File: config.mk
export PLATFORM = sky130hd
export DESIGN_NAME = ex_flag_unit
export DESIGN_NICKNAME = d
export VERILOG_FILES = /design/src/rtl/flag_pkg.sv /design/src/rtl/ex_flag_unit_cond_eval.sv /design/src/rtl/ex_flag_unit.sv
export SDC_FILE = /design/constraint.sdc
export NUM_CORES = 1
export LEC_CHECK = 0
export BUFFER_PORTS_ARGS = -buffer_cell sky130_fd_sc_hd__buf_2
export CORE_AREA = 2 2 39 41
export DETAILED_ROUTE_END_ITERATION = 7
export DIE_AREA = 0 0 41 43
export SYNTH_ARGS = -nofsm -noshare
export SYNTH_HDL_FRONTEND = slang
export SYNTH_HIERARCHICAL = 1
export SYNTH_SLANG_ARGS = --single-unit
File: constraint.sdc
create_clock -name clk -period 3.3 [get_ports clk]
set_input_delay 0.66 -clock clk [delete_from_list [all_inputs] [get_ports clk]]
set_output_delay 0.66 -clock clk [all_outputs]
set_load 0.01 [all_outputs]
File: src/rtl/flag_pkg.sv
// Shared types for the EX-stage flag unit: opcodes, condition codes, flag word and flag-class helpers.
package flag_pkg;

  typedef enum logic [3:0] {
    OP_ADD    = 4'h0,
    OP_SUB    = 4'h1,
    OP_XOR    = 4'h2,
    OP_RED    = 4'h3,
    OP_SLL    = 4'h4,
    OP_SRA    = 4'h5,
    OP_ROR    = 4'h6,
    OP_PADDSB = 4'h7,
    OP_LW     = 4'h8,
    OP_SW     = 4'h9,
    OP_LLB    = 4'hA,
    OP_LHB    = 4'hB,
    OP_B      = 4'hC,
    OP_BR     = 4'hD,
    OP_PCS    = 4'hE,
    OP_HLT    = 4'hF
  } opcode_e;

  typedef enum logic [2:0] {
    CC_NEQ    = 3'b000,
    CC_EQ     = 3'b001,
    CC_GT     = 3'b010,
    CC_LT     = 3'b011,
    CC_GTE    = 3'b100,
    CC_LTE    = 3'b101,
    CC_OVFL   = 3'b110,
    CC_UNCOND = 3'b111
  } ccc_e;

  typedef struct packed {
    logic z;
    logic v;
    logic n;
  } flags_t;

  typedef enum logic [1:0] {
    FC_NONE = 2'd0,
    FC_Z    = 2'd1,
    FC_ZVN  = 2'd2
  } fclass_e;

  function automatic fclass_e flag_class(input logic [3:0] op);
    fclass_e fc;
    case (op)
      OP_ADD, OP_SUB:                 fc = FC_ZVN;
      OP_XOR, OP_SLL, OP_SRA, OP_ROR: fc = FC_Z;
      default:                        fc = FC_NONE;
    endcase
    return fc;
  endfunction

  // Z-only classes keep the current V/N; Z always comes from the saturated result.
  function automatic flags_t next_flags(input fclass_e fc, input flags_t cur,
                                        input logic [15:0] res, input logic ovfl);
    flags_t r;
    r = cur;
    if (fc != FC_NONE) r.z = (res == 16'h0000);
    if (fc == FC_ZVN) begin
      r.v = ovfl;
      r.n = res[15];
    end
    return r;
  endfunction

endpackage

File: src/rtl/ex_flag_unit_cond_eval.sv
// Combinational branch-condition evaluator: condition code x flags -> taken.
module cond_eval
  import flag_pkg::*;
(
  input  logic [2:0] ccc,
  input  flags_t     f,
  output logic       taken
);

  always_comb begin
    taken = 1'b0;
    case (ccc)
      CC_NEQ:    taken = ~f.z;
      CC_EQ:     taken = f.z;
      CC_GT:     taken = ~f.z & ~f.n;
      CC_LT:     taken = f.n;
      CC_GTE:    taken = f.z | (~f.z & ~f.n);
      CC_LTE:    taken = f.n | f.z;
      CC_OVFL:   taken = f.v;
      CC_UNCOND: taken = 1'b1;
      default:   taken = 1'b0;
    endcase
  end

endmodule

File: src/rtl/ex_flag_unit.sv
// EX-stage Z/V/N flag register and branch resolver.
// Build option FLAG_BYPASS_EN: branches see in-flight flags instead of stalling.
module ex_flag_unit
  import flag_pkg::*;
(
  input  logic        clk,
  input  logic        rst_n,
  input  logic        ex_valid,
  input  logic        ex_flush,
  input  logic [3:0]  ex_opcode,
  input  logic [15:0] alu_result,
  input  logic        alu_ovfl,
  input  logic        br_valid,
  input  logic [2:0]  br_ccc,
  output logic [2:0]  flags,
  output logic        br_taken,
  output logic        flag_stall
);

  fclass_e fc;
  logic    flag_we;
  flags_t  flags_q;
  flags_t  flags_nxt;
  flags_t  eval_flags;
  logic    cond_taken;
  logic    stall_int;

  assign fc        = flag_class(ex_opcode);
  assign flag_we   = ex_valid & ~ex_flush & (fc != FC_NONE);
  assign flags_nxt = next_flags(fc, flags_q, alu_result, alu_ovfl);

  always_ff @(posedge clk or negedge rst_n) begin
    if (!rst_n)       flags_q <= '0;
    else if (flag_we) flags_q <= flags_nxt;
  end

`ifdef FLAG_BYPASS_EN
  assign eval_flags = flag_we ? flags_nxt : flags_q;
  assign stall_int  = 1'b0;
`else
  assign eval_flags = flags_q;
  // Unconditional branches never read flags, so they never wait on a write.
  assign stall_int  = flag_we & br_valid & (br_ccc != CC_UNCOND);
`endif

  cond_eval u_cond_eval (
    .ccc   (br_ccc),
    .f     (eval_flags),
    .taken (cond_taken)
  );

  assign flags      = flags_q;
  assign flag_stall = rst_n & stall_int;
  assign br_taken   = rst_n & br_valid & cond_taken & ~stall_int;

endmodule
==> impl_metrics.env <==
export IMPL_period_needed_ns=2.30
export IMPL_status="finished, final reports clean"
export IMPL_dp_cells=82
export IMPL_p_per_area_nw_per_um2=334
export IMPL_post_cts_setup_buffers=0
export IMPL_core_area_um2=1380
export IMPL_grt_pass1_vias=342
export IMPL_dp_hpwl_um=695
export IMPL_path_clk_slew_ns=0.04
export IMPL_drc=0
export IMPL_fin_area_um2=493
export IMPL_cts_resized=0
export IMPL_synth_warnings=6
export IMPL_fmax_mhz=435
export IMPL_antenna_found_initial=0
export IMPL_fillers=154
export IMPL_dp_slack_ns=0.994
export IMPL_htree_levels=1
export IMPL_leakage_nw=0.266
export IMPL_multi_input_area_um2=199
export IMPL_die_x_um=41
export IMPL_final_common_cell="buf_2"
export IMPL_ctsLongestPathBuffers=2
export IMPL_cts_tree="built"
export IMPL_cp_end_kind="output pin"
export IMPL_peakVddDrop_v=0.000137
export IMPL_critPathKind="primary input to output pin"
export IMPL_globalRouteTotalUtil_pct=10.4
export IMPL_ctsHoldBuffers=0
export IMPL_r2r_end="flags[0]"
export IMPL_drtAntennaViolNets=0
export IMPL_largest_reg_flops=3
export IMPL_dieHeight_um=43
export IMPL_wirelength_um=794
export IMPL_hold_violations=0
export IMPL_required_ns=2.64
export IMPL_critPathSlowestCell="o31a_1"
export IMPL_crit_chain="buf_2 -> nor2b_2 -> mux2i_1 -> o31a_1 -> o21a_1 -> and4_1 -> buf_2"
export IMPL_crit_family="compound AO/OA/AOI/OAI gates"
export IMPL_max_stage_delay_ns=0.23
export IMPL_area_growth_pct=75.1
export IMPL_place_area_um2=467
export IMPL_fin_ws_ns=1.00
export IMPL_ys_ff_latch=3
export IMPL_netlist_instances=33
export IMPL_grt_max_degree=7
export IMPL_n_antenna_cell=0
export IMPL_drive_gt1_share_pct=55.7
export IMPL_stdcell_count=86
export IMPL_cts_root_buf="clkbuf_4"
export IMPL_drt_pass1_iter_count=4
export IMPL_crit_path_start_kind="primary input"
export IMPL_tns_ns=0
export IMPL_critPathMaxFanout=6
export IMPL_drt_iter0_drc=5
export IMPL_skew_ns=0
export IMPL_synthesis_area_um2=282
export IMPL_fin_crit_sh_pct=69.6
export IMPL_grt_pass1_wl_um=1210
export IMPL_hold_class="primary input to asynchronous set/reset pin"
export IMPL_drv_slew=0
export IMPL_rrSetupSlack_ns=2.46
export IMPL_yosysSeqAreaShare_pct=26.7
export IMPL_synth_avg_cell_area_um2=8.53
export IMPL_portBuffers=33
export IMPL_most_common_layout_cells="buf_2 (33), nand2_1 (4), nor4_1 (4)"
export IMPL_cpMostUsedCell="buf_2"
export IMPL_clock_latency_ns=0.23
export IMPL_initial_core_util_pct=20.3
export IMPL_r2r_cells=1
export IMPL_dieArea_um2=1760
export IMPL_vias_per_cell=4.62
export IMPL_place_congestion=0.659
export IMPL_yosysUniqueCellTypes=19
export IMPL_power_uw=164
export IMPL_worstReg2RegStart="flags[0]"
export IMPL_wl_per_cell_um=9.23
export IMPL_syn_num_nets=62
export IMPL_io_pins=34
export IMPL_rsz0062_at_grt="no"
export IMPL_seqCellArea_um2=75.1
export IMPL_final_util_pct=35.6
export IMPL_placementRows=14
export IMPL_cts_made_buffers=3
export IMPL_whs_ns=0.228
export IMPL_via_count=397
export IMPL_overflow=0
export IMPL_maxCapViolations=0
export IMPL_max_slew_margin_pct=82.5
export IMPL_worst_pin_slew_ns=0.260
export IMPL_worstPathArrival_ns=1.64
export IMPL_cts_num_sinks=3
export IMPL_worst_path_buf_inv=2
export IMPL_nets=100
export IMPL_setup_viol=0
==> cell families (layout without fill, tap and decap cells) <==
| family | Yosys count | in the layout | synth area share, % |
|---|---|---|---|
| multiplexers | 5 | 5 | 18.7 |
| buffers and inverters | 2 | 39 | 2.67 |
| AND/OR/NAND/NOR | 19 | 19 | 42.7 |
| flip-flops | 3 | 3 | 26.7 |
| AO/OA/AOI/OAI | 4 | 4 | 9.33 |
==> per-layer routing <==
layer	track usage [%]	vias to the layer above	wire length (um)
met4	6.00	0	0
li1	-	197	-
met2	17.5	22	427
met1	9.65	178	271
met3	4.71	0	96
met5	0	-	0
==> cells in the mapped netlist <==
cell type  instances  share of area [%]
nand2_1            4                5.3
nor4_1             4                8.9
dfrtp_1            3                 27
mux2i_1            3                 11
inv_1              2                2.7
mux2_1             2                8.0
nand3_1            2                3.6
nor2_1             2                2.7
a21oi_1            1                1.8
and4_1             1                3.1
nand2_2            1                2.2
nand2b_1           1                2.2
nand3b_1           1                2.7
nand4_1            1                2.2
nor2b_2            1                3.1
nor3b_4            1                6.7
o21a_1             1                2.7
o21ai_0            1                1.8
o31a_1             1                3.1
==> how the worst max path moves through the flow <==
stage              start       end  slack (ns)  cells after the start
5_1_grt        br_ccc[0]  br_taken        0.93                      7
2_1_floorplan  br_ccc[2]  br_taken        1.26                      5
6_report       br_ccc[0]  br_taken        1.00                      7
3_3_place_gp   br_ccc[0]  br_taken        1.02                      7
3_5_place_dp   br_ccc[0]  br_taken        0.99                      7
4_1_cts        br_ccc[0]  br_taken        0.99                      7
==> power by group <==
| group | leakage (nW) | total (mW) | internal, mW | switching (mW) |
|---|---|---|---|---|
| sequential | 0.0385 | 0.0490 | 0.0429 | 0.00612 |
| combinational | 0.212 | 0.0511 | 0.0298 | 0.0213 |
| clock | 0.0150 | 0.0642 | 0.0453 | 0.0189 |
| total | 0.266 | 0.164 | 0.118 | 0.0463 |
==> cell type report <==
type	count	share of cell area, %
clock buffer	4	5.33
inverter	2	1.52
multi-input combinational	28	40.4
sequential	3	15.2
tap	16	4.06
timing repair buffer	33	33.5
(Power assumes the default switching activity.)
